==> src/rtl/color_cmd_frontend.sv <==
// color_cmd_frontend: operator-input stage for the VGA four-quadrant colour generator.
// Synchronises and debounces the board switches and push-keys. A KEY[3] press becomes one
// colour-register write command. A KEY[2] press becomes a 12-command clear sequence. Commands
// leave over a valid/ready handshake.
//
// Ports:
//   clk       system clock
//   rst       synchronous reset, active-high
//   SW[17:0]  raw switches: [1:0] quadrant, [3:2] channel (00 B, 01 G, 10 R, 11 illegal),
//             [11:4] value; [17:12] unused
//   KEY[3:0]  raw push-keys, active-low: [3] write, [2] clear-all, [1:0] unused
//   wr_valid  command valid
//   wr_ready  downstream accepts the command this cycle
//   wr_quad   target quadrant
//   wr_chan   target channel
//   wr_data   channel value
//   LEDR      [11:0] synchronised SW, [15:12] one-hot quadrant of last accepted command,
//             [16] sticky illegal-channel error, [17] busy
module color_cmd_frontend #(
  parameter int unsigned DEBOUNCE_CYCLES = 500000,
  parameter int unsigned SYNC_STAGES     = 2
) (
  input  logic        clk,
  input  logic        rst,
  input  logic [17:0] SW,
  input  logic [3:0]  KEY,
  output logic        wr_valid,
  input  logic        wr_ready,
  output logic [1:0]  wr_quad,
  output logic [1:0]  wr_chan,
  output logic [7:0]  wr_data,
  output logic [17:0] LEDR
);

  localparam int unsigned CntW = $clog2(DEBOUNCE_CYCLES);
  localparam logic [CntW-1:0] CntMax = CntW'(DEBOUNCE_CYCLES - 1);

  typedef enum logic [1:0] {StIdle, StWrite, StClear, StHold} state_e;

  // Switches [17:12] and keys [1:0] have no function.
  logic unused_inputs;
  assign unused_inputs = ^{SW[17:12], KEY[1:0]};

  // ---------------------------------------------------------------------------------------------
  // Synchronisers. The key chain resets to 0 (pressed), so its reset value can never arm a key.
  // ---------------------------------------------------------------------------------------------
  logic [SYNC_STAGES-1:0][11:0] sw_sync_q;
  logic [SYNC_STAGES-1:0][1:0]  key_sync_q;
  logic [11:0]                  sw_s;
  logic [1:0]                   key_s;    // index 0 = KEY[2] clear, 1 = KEY[3] write

  always_ff @(posedge clk) begin
    if (rst) begin
      sw_sync_q  <= '0;
      key_sync_q <= '0;
    end else begin
      sw_sync_q  <= {sw_sync_q[SYNC_STAGES-2:0], SW[11:0]};
      key_sync_q <= {key_sync_q[SYNC_STAGES-2:0], KEY[3:2]};
    end
  end

  assign sw_s  = sw_sync_q[SYNC_STAGES-1];
  assign key_s = key_sync_q[SYNC_STAGES-1];

  // ---------------------------------------------------------------------------------------------
  // Debounce and press detection. A key is only armed once it has been seen released after
  // reset. A key held through reset therefore produces no press until released and pressed again.
  // ---------------------------------------------------------------------------------------------
  logic [1:0]           key_stable_q, key_stable_d;
  logic [1:0]           key_armed_q, key_armed_d;
  logic [1:0][CntW-1:0] db_cnt_q, db_cnt_d;
  logic [1:0]           press;

  always_comb begin
    key_stable_d = key_stable_q;
    key_armed_d  = key_armed_q | key_s;
    press        = '0;
    for (int i = 0; i < 2; i++) begin
      db_cnt_d[i] = '0;
      if (key_s[i] != key_stable_q[i]) begin
        if (db_cnt_q[i] == CntMax) begin
          key_stable_d[i] = key_s[i];
          press[i]        = key_stable_q[i] & key_armed_q[i];
        end else begin
          db_cnt_d[i] = db_cnt_q[i] + CntW'(1);
        end
      end
    end
  end

  always_ff @(posedge clk) begin
    if (rst) begin
      key_stable_q <= '1;
      key_armed_q  <= '0;
      db_cnt_q     <= '0;
    end else begin
      key_stable_q <= key_stable_d;
      key_armed_q  <= key_armed_d;
      db_cnt_q     <= db_cnt_d;
    end
  end

  // ---------------------------------------------------------------------------------------------
  // Command FSM
  // ---------------------------------------------------------------------------------------------
  state_e      state_q, state_d;
  logic [3:0]  clr_cnt_q, clr_cnt_d;
  logic [1:0]  lat_quad_q, lat_quad_d;
  logic [1:0]  lat_chan_q, lat_chan_d;
  logic [7:0]  lat_data_q, lat_data_d;
  logic        err_q, err_d;
  logic [3:0]  led_quad_q, led_quad_d;
  logic [11:0] led_sw_q;
  logic        busy_q;
  logic        accept;

  assign accept = wr_valid & wr_ready;

  // Clear sequence: quad = cnt / 3, chan = cnt % 3, as {quad, chan}.
  function automatic logic [3:0] clr_map(input logic [3:0] cnt);
    unique case (cnt)
      4'd0:    clr_map = {2'd0, 2'd0};
      4'd1:    clr_map = {2'd0, 2'd1};
      4'd2:    clr_map = {2'd0, 2'd2};
      4'd3:    clr_map = {2'd1, 2'd0};
      4'd4:    clr_map = {2'd1, 2'd1};
      4'd5:    clr_map = {2'd1, 2'd2};
      4'd6:    clr_map = {2'd2, 2'd0};
      4'd7:    clr_map = {2'd2, 2'd1};
      4'd8:    clr_map = {2'd2, 2'd2};
      4'd9:    clr_map = {2'd3, 2'd0};
      4'd10:   clr_map = {2'd3, 2'd1};
      default: clr_map = {2'd3, 2'd2};
    endcase
  endfunction

  // State register
  always_ff @(posedge clk) begin
    if (rst) begin
      state_q    <= StIdle;
      clr_cnt_q  <= '0;
      lat_quad_q <= '0;
      lat_chan_q <= '0;
      lat_data_q <= '0;
      err_q      <= 1'b0;
      led_quad_q <= '0;
      led_sw_q   <= '0;
      busy_q     <= 1'b0;
    end else begin
      state_q    <= state_d;
      clr_cnt_q  <= clr_cnt_d;
      lat_quad_q <= lat_quad_d;
      lat_chan_q <= lat_chan_d;
      lat_data_q <= lat_data_d;
      err_q      <= err_d;
      led_quad_q <= led_quad_d;
      led_sw_q   <= sw_s;
      busy_q     <= (state_d != StIdle);
    end
  end

  // Next-state logic. Presses outside StIdle are simply ignored.
  always_comb begin
    state_d    = state_q;
    clr_cnt_d  = clr_cnt_q;
    lat_quad_d = lat_quad_q;
    lat_chan_d = lat_chan_q;
    lat_data_d = lat_data_q;
    err_d      = err_q;
    led_quad_d = led_quad_q;
    unique case (state_q)
      StIdle: begin
        if (press[0]) begin
          // Clear wins over a simultaneous write press.
          state_d   = StClear;
          clr_cnt_d = '0;
        end else if (press[1]) begin
          if (sw_s[3:2] != 2'b11) begin
            state_d    = StWrite;
            lat_quad_d = sw_s[1:0];
            lat_chan_d = sw_s[3:2];
            lat_data_d = sw_s[11:4];
          end else begin
            err_d = 1'b1;
          end
        end
      end
      StWrite: begin
        if (accept) state_d = StHold;
      end
      StClear: begin
        if (accept) begin
          if (clr_cnt_q == 4'd11) state_d = StHold;
          else clr_cnt_d = clr_cnt_q + 4'd1;
        end
      end
      StHold: begin
        if (&key_stable_q) state_d = StIdle;
      end
      default: state_d = StIdle;
    endcase
    if (accept) begin
      err_d      = 1'b0;
      led_quad_d = 4'b0001 << wr_quad;
    end
  end

  // Outputs
  always_comb begin
    wr_valid = 1'b0;
    wr_quad  = lat_quad_q;
    wr_chan  = lat_chan_q;
    wr_data  = lat_data_q;
    unique case (state_q)
      StWrite: wr_valid = 1'b1;
      StClear: begin
        wr_valid           = 1'b1;
        {wr_quad, wr_chan} = clr_map(clr_cnt_q);
        wr_data            = 8'h00;
      end
      default: wr_valid = 1'b0;
    endcase
  end

  assign LEDR = {busy_q, err_q, led_quad_q, led_sw_q};

endmodule

==> config.mk <==
export PLATFORM = sky130hd
export DESIGN_NAME = color_cmd_frontend
export DESIGN_NICKNAME = d
export VERILOG_FILES = /design/src/rtl/color_cmd_frontend.sv
export SDC_FILE = /design/constraint.sdc
export NUM_CORES = 1
export LEC_CHECK = 0
export ABC_AREA = 1
export CAP_MARGIN = 25
export CORE_MARGIN = 4
export CORE_UTILIZATION = 48
export DETAILED_ROUTE_END_ITERATION = 16
export DONT_BUFFER_PORTS = 1
export HOLD_SLACK_MARGIN = 0.06
export PLACE_DENSITY = 0.75
export REMOVE_ABC_BUFFERS = 1
export SKIP_LAST_GASP = 1
export SLEW_MARGIN = 10
export SYNTH_ARGS = -nofsm -noshare
export SYNTH_HDL_FRONTEND = slang
export SYNTH_SLANG_ARGS = --single-unit
==> constraint.sdc <==
create_clock -name clk -period 4.9 [get_ports clk]
set_clock_uncertainty 0.05 [all_clocks]
set_input_delay 0.98 -clock clk [delete_from_list [all_inputs] [get_ports clk]]
set_output_delay 0.98 -clock clk [all_outputs]
set_load 0.02 [all_outputs]
==> results of run 1 <==
flip-flops by register name, indices dropped and copies added (netlist names), named ones only:
register,cells
key_armed_q,2
busy_q,1
sw_sync_q,12
sw_s,12
lat_chan_q,2
err_q,1
lat_quad_q,2
clr_cnt_q,4
state_q,2
key_sync_q,2
lat_data_q,8
db_cnt_q,38
led_sw_q,12
led_quad_q,4
key_stable_q,2
key_s,2
Yosys cell counts (all sizes together):
master,n
nor2,122
inv,111
dfxtp,110
nand2,78
nand3,38
o21ai,31
a21oi,23
nor3,15
nand4,13
xor2,9
clkbuf,8
ha,8
buf,7
or2,6
xnor2,4
nor4,3
o21a,3
or3,3
nor3b,2
a31oi,1
and3,1
clkinv,1
nand3b,1
o22ai,1
routing by layer:
layer	GRT usage, %	vias up
li1	-	1843
met1	19.23	1604
met2	27.04	66
met3	4.138	8
met4	4.124	0
met5	0	-
path summary, 6_finish.rpt:
kind,start,end,depth (start not counted)
max,state_q[0]$_SDFF_PP0_,wr_quad[1],6
min,sw_sync_q[0]$_SDFF_PP0_,sw_s[0]$_SDFF_PP0_,2
max reg2reg,state_q[1]$_SDFF_PP0_,flip-flop,16
min reg2reg,sw_sync_q[0]$_SDFF_PP0_,sw_s[0]$_SDFF_PP0_,2
cell type report:
cell class / count / share of cell area, %
clock buffers: 9 / 2.590
well taps: 111 / 2.904
multi-input cells: 362 / 37.55
clock inverters: 7 / 2.119
flip-flops and latches: 110 / 46.05
inverters: 112 / 8.791
cells by family after synthesis:
logic type	share of synthesized area, %
flops	49.00
buf+inv	11.05
simple gates	28.40
fa+ha+maj	2.227
compound gates	6.793
xor+xnor	2.533
report_power, final:
part	total [mW]	internal (mW)	switching [mW]
clock	0.583	0.219	0.364
sequential	0.949	0.927	0.0220
combinational	0.127	0.0378	0.0888
worst max-delay path: stages (launching register included):
cell and delay, ns:
sky130_fd_sc_hd__dfxtp_1 0.35, sky130_fd_sc_hd__inv_1 0.13, sky130_fd_sc_hd__ha_1 0.56, sky130_fd_sc_hd__inv_1 0.27, sky130_fd_sc_hd__or2_2 0.33, sky130_fd_sc_hd__o21ai_0 0.13, sky130_fd_sc_hd__inv_1 0.20
per-stage QoR:
stage	setup slack [ns]	instance area, um2
detailed placement	1.921	4557
global route	1.257	4782
CTS	1.514	4782
finish	1.525	4782
floorplan	2.360	4418
global placement	1.943	4557
==> out/results.md, run 1 <==
* **Min Hold Slack** 0.3596 ns
* **total area of multi-input combinational cells** 1795 um2
* **post-CTS setup buffer count** 0
* **final slew viol count** 0
* **initial standard-cell utilization of the core** 48.87%
* **class of the worst hold path** reg -> reg
* **total power of the final layout** 1.659 mW
* **HPWL Detailed** 5.994 mm
* **startpoint types** flip-flop
* **post-cts repair resize count** 0
* **maximum fanout along the worst path** 17
* **Layout Utilization** 52.00%
* **maximum resistive drop on vdd** 0.1800 mV
* **Synth area leader** sky130_fd_sc_hd__dfxtp_1
* **Hold-fix buffers, CTS** 0
* **number of standard cells after synthesis** 599
* **met3 routed wirelength** 346 um
* **count of input and output buffers** 0
* **vias per cell** 4.952
* **portion of the clock cycle consumed by the worst path in the final layout** 68.88%
* **mean area per synthesized cell** 7.503 um2
* **Final Hold Vio Count** 0
* **critical path endpoint category** primary output
* **sum of negative setup slack** 0 ns
* **# H-tree levels** 3
* **FF/Latch Area** 2202 um2
* **most frequent standard cell in the layout excluding fill and tap cells** sky130_fd_sc_hd__nor2_1
* **final wirelength** 8.325 mm
* **DRT Pass-1 Iters** 5
* **overall track demand over capacity in global routing** 15.63%
* **Top-Level Pins** 56
* **die extent in x** 104.8 um
* **count of final setup violators** 0
* **largest net degree at the start of global routing** 47
* **most area-consuming cells after synthesis** sky130_fd_sc_hd__dfxtp_1, sky130_fd_sc_hd__nor2_1, sky130_fd_sc_hd__inv_1, sky130_fd_sc_hd__nand2_1, sky130_fd_sc_hd__nand3_1
* **maximum number of buffers from clock root to sink** 2
* **layout overhead on the synthesized area** 6.403%
* **cell at the root of the clock tree** sky130_fd_sc_hd__clkbuf_8
* **WL per Instance** 11.71 um
* **slew of the pin with the lowest slew margin** 0.7732 ns
* **Max-cap violations** 0
* **number of global-route vias before repair** 3359
* **wire length of the first global-routing pass** 14.43 mm
* **Die H** 104.8 um
* **CTS tree** built
* **WS Path Type** reg -> out
* **Core Region** 9196 um2
* **Clock Sink Count** 110
* **filler instances** 867
* **number of buffers added by the clock tree synthesis step** 9
* **Worst slew margin** 48.13%
* **run status** completed
* **clock latency reported for the late side of the worst-skew pair** 0.38 ns
* **minimum clock period after layout** 3.375 ns
* **Max Fclk** 0.2963 GHz
* **number of remaining DRC errors** 0
* **Post-Layout Cell Count** 711
* **DP Cell Count** 695
* **via count** 3521
* **Pwr per Cell Area** 346.9 nW/um2
* **Post-Synthesis Cell Area** 4494 um2
* **layout cells sized above 1** 7.167%
* **data arrival time of the worst path** 2.35 ns
* **number of nets with antenna violations after detailed routing** 0
* **WP data required** 3.87 ns
* **final estimated routing congestion in global placement** 0.8405
* **RSZ-0062 raised after global routing** no
* **uppermost metal layer occupied by signal nets** met4
* **sequential element share of the synthesized area** 49.00%
* **Post-layout nets** 628
* **Static Leakage** 2.039 nW
* **n_diodes** 0
* **register-to-register path setup slack** 2.02 ns
* **share of the synthesized area in the top cell type** 49.00%
* **sum of overflow across all layers after global routing** 0
* **Starting DRT DRC Count** 166
* **number of warnings printed during yosys synthesis** 0
* **total met2 wirelength after detailed routing** 4.053 mm
* **leading cell types in the layout, fill and taps excluded** sky130_fd_sc_hd__nor2_1, sky130_fd_sc_hd__dfxtp_1, sky130_fd_sc_hd__inv_1
* **synthesis-stage register bit count** 110
* **count of cell types in the netlist** 36
* **cell row count** 35
* **clock transition at the registers of the reported paths** 0.13 ns
* **die area** 10980 um2
* **routed length on met1** 3.835 mm
* **number of antenna violations at the first check in global routing** 0
(Power assumes the default switching activity.)
==> run 2: changes to the inputs <==
- PLACE_DENSITY: 0.75 -> 0.77
- clock period: 4.9 -> 2.9 ns (I/O delays scaled with it)
==> run 2 against run 1 <==
Net effect:
- hold slack lost 0.16 ns
- sequential share of layout area shrank 0.26 points
- core utilization grew 0.30 points
- total power grew 70%
- non-clock buffer count grew 4
- sequential cell count is the same
- sequential power grew 70%
- die area is the same
- critical path depth grew 10
==> out/results.md, run 2 (synthesized netlist as in run 1, its figures left out) <==
* **largest net degree at the start of global routing** 47, unchanged
* **maximum fanout along the worst path** 6, -11
* **Top-Level Pins** 56, unchanged
* **final estimated routing congestion in global placement** 0.8869, +5.5%
* **WP data required** 3.18 ns, -0.69 ns
* **layout overhead on the synthesized area** 7.016%
* **max reg flops** 38, unchanged
* **Post-Layout Cell Count** 715, +0.56%
* **Core Region** 9196 um2, unchanged
* **sum of overflow across all layers after global routing** 0, unchanged
* **cell at the root of the clock tree** sky130_fd_sc_hd__clkbuf_8
* **WL per Instance** 11.70 um, -0.11%
* **most frequent standard cell in the layout excluding fill and tap cells** sky130_fd_sc_hd__nor2_1
* **number of global-route vias before repair** 3377, +0.54%
* **most flop-heavy register** db_cnt_q
* **data arrival time of the worst path** 2.84 ns, +0.49 ns
* **count of input and output buffers** 0, unchanged
* **clock transition at the registers of the reported paths** 0.12 ns, about the same
* **Die H** 104.8 um, unchanged
* **DP Cell Count** 699, +0.58%
* **launching point of the worst reg2reg path** state_q[1]$_SDFF_PP0_
* **vias per cell** 5.001, +0.99%
* **number of buffers added by the clock tree synthesis step** 9, unchanged
* **Layout Utilization** 52.30%, +0.30 points
* **RSZ-0062 raised after global routing** no
* **Starting DRT DRC Count** 201, +21%
* **Area after DPL** 4587 um2, +0.66%
* **number of nets with antenna violations after detailed routing** 0, unchanged
* **HPWL Detailed** 5.985 mm, -0.16%
* **final slew viol count** 0, unchanged
* **origin of the worst min-delay path** rst
* **initial standard-cell utilization of the core** 48.87%, unchanged
* **number of remaining DRC errors** 0, unchanged
* **Hold-fix buffers, CTS** 0, unchanged
* **overall track demand over capacity in global routing** 15.93%, +0.30 points
* **Post-layout nets** 632, +0.64%
* **die extent in x** 104.8 um, unchanged
* **Max-cap violations** 0, unchanged
* **start point of the critical path** state_q[1]$_SDFF_PP0_
* **sequential fraction of design power** 57.0%, -0.2 points
* **sum of negative setup slack** 0 ns, unchanged
* **Pwr per Cell Area** 585.2 nW/um2, +69%
* **fraction of power consumed by combinational cells** 7.9%, +0.3 points
* **DRT Pass-1 Iters** 4, -1
* **Worst slew margin** 50.59%, +2.5 points
* **critical path endpoint category** flip-flop
* **Final Hold Vio Count** 0, unchanged
* **maximum resistive drop on vdd** 0.3136 mV, +74%
* **Static Leakage** 2.060 nW, +1.0%
* **maximum number of buffers from clock root to sink** 2, unchanged
* **run status** completed
* **minimum clock period after layout** 2.558 ns
* **switching share of total power** 28.76%, +0.15 points
* **final wirelength** 8.363 mm, +0.46%
* **# H-tree levels** 3, unchanged
* **layout cells sized above 1** 7.947%, +0.78 points
* **clock latency reported for the late side of the worst-skew pair** 0.39 ns, about the same
* **CTS tree** built
* **Min Hold Slack** 0.2028 ns, -0.1568 ns
* **n_diodes** 0, unchanged
* **power share of the clock group** 35.0%, about the same
* **number of antenna violations at the first check in global routing** 0, unchanged
* **leading cell types in the layout, fill and taps excluded** sky130_fd_sc_hd__nor2_1, sky130_fd_sc_hd__dfxtp_1, sky130_fd_sc_hd__inv_1
* **via count** 3576, +1.6%
* **WS Path Type** reg -> reg
* **cell row count** 35, unchanged
* **Layout Cell Area excl Fill** 4810 um2, +0.58%
* **class of the worst hold path** in -> reg
* **startpoint types** flip-flop
* **internal power consumption** 2.005 mW, +69%
* **die area** 10980 um2, unchanged
* **Max Fclk** 0.3909 GHz
* **portion of the clock cycle consumed by the worst path in the final layout** 88.22%
* **count of final setup violators** 0, unchanged
* **filler instances** 860, -0.81%
* **slew of the pin with the lowest slew margin** 0.7390 ns, -0.03418 ns
* **wire length of the first global-routing pass** 14.59 mm, +1.1%
* **Clock Sink Count** 110, unchanged
* **net switching power** 0.8093 mW, +71%
## run 2: changes by cell type in the layout (fill, tap and decap cells not counted), sizes merged
cell    previous run  this run
buf                0         4
clkinv             3         2
inv              116       117
## run 2: path summary, 6_finish.rpt
| kind | slack (ns) | end | cells past startpoint |
|---|---|---|---|
| max | 0.34 | flip-flop | 16 |
| min | 0.20 | sw_sync_q[4]$_SDFF_PP0_ | 1 |
| max reg2reg | 0.34 | flip-flop | 16 |
| min reg2reg | 0.36 | sw_s[9]$_SDFF_PP0_ | 2 |
## run 2: power groups by stage
stage               Combinational [mW]  Sequential, mW  Clock (mW)
global route                     0.255            1.61        1.07
finish                           0.223            1.61       0.986
CTS                              0.219            1.61        1.01
global placement                 0.208            1.64           0
detailed placement               0.217            1.64           0
floorplan                        0.170            1.63           0
## run 2: metrics by stage
stage / setup slack [ns] / power (mW)
final: 0.3417 / 2.814
after global routing: 0.04508 / 2.936
after CTS: 0.2849 / 2.834
after detailed placement: 0.3250 / 1.856
after global placement: 0.4455 / 1.846
after floorplan: 0.4702 / 1.801
## run 2: layout make-up
| type | instances | area, um2 | share of cell area [%] |
|---|---|---|---|
| multi-input combinational | 362 | 1798 | 37.38 |
| inverter | 112 | 420.4 | 8.741 |
| clock inverter | 7 | 96.34 | 2.003 |
| timing repair buffer | 4 | 30.03 | 0.6243 |
| tap | 111 | 138.9 | 2.888 |
| sequential | 110 | 2202 | 45.79 |
| clock buffer | 9 | 123.9 | 2.575 |
## run 2: repair_timing
item,4_1_cts,5_1_grt
setup buffers,0,0
gates resized for setup,0,1
endpoints found under the setup margin,0,1
## run 2: worst max-delay path, stage by stage (launching register included)
cell and delay [ns]:
sky130_fd_sc_hd__dfxtp_1 0.42, sky130_fd_sc_hd__inv_1 0.11, sky130_fd_sc_hd__ha_1 0.33, sky130_fd_sc_hd__nand2_1 0.14, sky130_fd_sc_hd__nor2_1 0.14, sky130_fd_sc_hd__nor2_1 0.06, sky130_fd_sc_hd__nor2_2 0.20, sky130_fd_sc_hd__nand2_2 0.11
sky130_fd_sc_hd__nand2_1 0.07, sky130_fd_sc_hd__nand3_1 0.17, sky130_fd_sc_hd__inv_2 0.15, sky130_fd_sc_hd__ha_1 0.25, sky130_fd_sc_hd__nand4_1 0.11, sky130_fd_sc_hd__nand2_1 0.06, sky130_fd_sc_hd__inv_1 0.06, sky130_fd_sc_hd__nand2_1 0.05
sky130_fd_sc_hd__nand2_1 0.05
## run 2: metal layers
metal	vias up	wire length [um]	GRT usage, %
met5	-	0	0
met4	0	124	5.342
met3	14	376	4.571
met2	85	4031	27.22
met1	1635	3831	19.20
li1	1842	-	-
==> run 3: changes to the inputs <==
- CORE_UTILIZATION: 48 -> 50
- PLACE_DENSITY: 0.77 -> unset
- PLACE_DENSITY_LB_ADDON: unset -> 0.05
==> run 3 against run 2 <==
Net effect:
- sequential cell count unchanged
- clock power shrank 6.5%
- critical path depth decreased by 1
- via count fell by 3.7%
- routed wire length shrank 3.4%
- sequential share of layout area barely moved
- total power down 2.5%
- register-to-register slack better by 0.05 ns
- count of clock-buffer cells in the layout is the same
- fmax rose by 1.9%
- cell count fell by 0.28%
- largest power group unchanged
- highest routed layer unchanged
==> out/results.md, run 3 (synthesized netlist as in run 1, its figures left out) <==
* **Worst slew margin** 50.92%, +0.33 points
* **final slew viol count** 0, unchanged
* **number of nets with antenna violations after detailed routing** 0, unchanged
* **Worst Reg-to-Reg Cells** 15, -1
* **Post-Place Setup Slack** 0.3024 ns, -0.02257 ns
* **max reg flops** 38, unchanged
* **DRT Pass-1 Iters** 4, unchanged
* **Pwr per Cell Area** 571.1 nW/um2, -2.4%
* **startpoint types** flip-flop
* **Starting DRT DRC Count** 110, -45%
* **origin of the worst min-delay path** rst
* **overall track demand over capacity in global routing** 16.18%, +0.25 points
* **initial standard-cell utilization of the core** 51.54%, +2.7 points
* **most frequent standard cell in the layout excluding fill and tap cells** sky130_fd_sc_hd__nor2_1
* **WS Path Type** reg -> reg
* **Hold-fix buffers, CTS** 0, unchanged
* **CTS tree** built
* **launching point of the worst reg2reg path** state_q[1]$_SDFF_PP0_
* **die extent in x** 102.8 um, -1.9%
* **data arrival time of the worst path** 2.73 ns, -0.11 ns
* **layout cells sized above 1** 8.099%, +0.15 points
* **Max-cap violations** 0, unchanged
* **register-to-register path setup slack** 0.39 ns, +0.05 ns
* **Core Region** 8721 um2, -5.2%
* **most flop-heavy register** db_cnt_q
* **Cell Chain, Critical Path** inv_1 -> ha_1 -> nand2_1 -> nor2_1 -> nor2_1 -> nor2_2 -> nand3_1 -> nand3_1 -> inv_2 -> ha_1 -> nand4_1 -> nand2_1 -> inv_1 -> nand2_1 -> nand2_1
* **Post-Layout Cell Count** 713, -0.28%
* **layout overhead on the synthesized area** 6.932%, about the same
* **Final Hold Vio Count** 0, unchanged
* **clock latency reported for the late side of the worst-skew pair** 0.37 ns, -0.02 ns
* **sum of overflow across all layers after global routing** 0, unchanged
* **number of antenna violations at the first check in global routing** 0, unchanged
* **count of input and output buffers** 0, unchanged
* **Die H** 102.8 um, -1.9%
* **Post-layout nets** 633, +0.16%
* **leading cell types in the layout, fill and taps excluded** sky130_fd_sc_hd__nor2_1, sky130_fd_sc_hd__dfxtp_1, sky130_fd_sc_hd__inv_1
* **Static Leakage** 2.060 nW, about the same
* **critical path endpoint category** flip-flop
* **run status** completed
* **WP data required** 3.12 ns, -0.06 ns
* **worst hold path cell count** 1, unchanged
* **Top-Level Pins** 56, unchanged
* **final estimated routing congestion in global placement** 0.8315, -6.2%
* **maximum fanout along the worst path** 6, unchanged
* **number of remaining DRC errors** 0, unchanged
* **number of global-route vias before repair** 3159, -6.5%
* **cell row count** 34, -2.9%
* **DP Cell Count** 697, -0.29%
* **Max Fclk** 0.3983 GHz, +1.9%
* **Min Hold Slack** 0.2084 ns, +0.005615 ns
* **maximum resistive drop on vdd** 0.3737 mV, +19%
* **max incr delay on CP** 0.41 ns, about the same
* **Slowest cell on crit path** sky130_fd_sc_hd__dfxtp_1
* **Layout Cell Area excl Fill** 4806 um2, about the same
* **portion of the clock cycle consumed by the worst path in the final layout** 86.57%, -1.7 points
* **slew of the pin with the lowest slew margin** 0.7341 ns, -0.004891 ns
* **Layout Utilization** 55.11%, +2.8 points
* **destination of the worst hold path** sw_sync_q[4]$_SDFF_PP0_
* **total power of the final layout** 2.745 mW, -2.5%
* **sum of negative setup slack** 0 ns, unchanged
* **RSZ-0062 raised after global routing** no
* **HPWL Detailed** 5.855 mm, -2.2%
* **final wirelength** 8.075 mm, -3.4%
* **vias per cell** 4.829, -3.4%
* **wire length of the first global-routing pass** 13.64 mm, -6.5%
* **# H-tree levels** 3, unchanged
* **most frequent cell on the critical path** sky130_fd_sc_hd__nand2_1
* **class of the worst hold path** in -> reg
* **WL per Instance** 11.33 um, -3.2%
* **cell at the root of the clock tree** sky130_fd_sc_hd__clkbuf_8
* **final setup slack of the worst path** 0.3896 ns, +0.04790 ns
* **n_diodes** 0, unchanged
* **Area after DPL** 4591 um2, about the same
* **largest net degree at the start of global routing** 47, unchanged
* **count of final setup violators** 0, unchanged
* **via count** 3443, -3.7%
* **die area** 10570 um2, -3.7%
* **maximum number of buffers from clock root to sink** 2, unchanged
* **Clock Sink Count** 110, unchanged
* **minimum clock period after layout** 2.510 ns, -0.04790 ns
* **number of buffers added by the clock tree synthesis step** 9, unchanged
* **clock transition at the registers of the reported paths** 0.12 ns, about the same
==> run 3: final cells by class <==
cell class                 instances  area (um2)
clock buffer                       9       123.9
clock inverter                     7       88.84
fill                             870        3915
inverter                         112       420.4
multi-input combinational        362        1798
sequential                       110        2202
tap                              108       135.1
timing repair buffer               5       37.54
==> run 3: worst max-delay path by stage <==
| stage | start | to | cells past startpoint |
|---|---|---|---|
| CTS | state_q[1]$_SDFF_PP0_ | flip-flop | 15 |
| global placement | state_q[1]$_SDFF_PP0_ | flip-flop | 15 |
| detailed placement | state_q[1]$_SDFF_PP0_ | flip-flop | 15 |
| global route | state_q[0]$_SDFF_PP0_ | flip-flop | 15 |
| floorplan | state_q[1]$_SDFF_PP0_ | flip-flop | 15 |
| finish | state_q[1]$_SDFF_PP0_ | flip-flop | 15 |
==> run 3: power breakdown <==
| part | total, mW | switching (mW) | internal, mW |
|---|---|---|---|
| clock | 0.922 | 0.573 | 0.349 |
| combinational | 0.218 | 0.148 | 0.0700 |
| sequential | 1.60 | 0.0378 | 1.57 |
| total | 2.74 | 0.759 | 1.99 |
==> run 3: layer usage <==
layer  global-route usage, %  routed length, um
met1                   19.94               3841
met2                   27.16               3848
met3                   5.345                306
met4                   4.582                 78
met5                       0                  0
==> run 3: worst max-delay path, delay by kind of cell, from the launching register on <==
family,cells,cell delay [ns]
flip-flops,1,0.41
AND/OR/NAND/NOR,10,1.09
buffers and inverters,3,0.24
adder cells (fa/ha/maj),2,0.63
==> run 3: what timing repair did <==
item,4_1_cts,5_1_grt
endpoints found under the setup margin,0,1
setup buffers,0,0
resized for setup,0,1
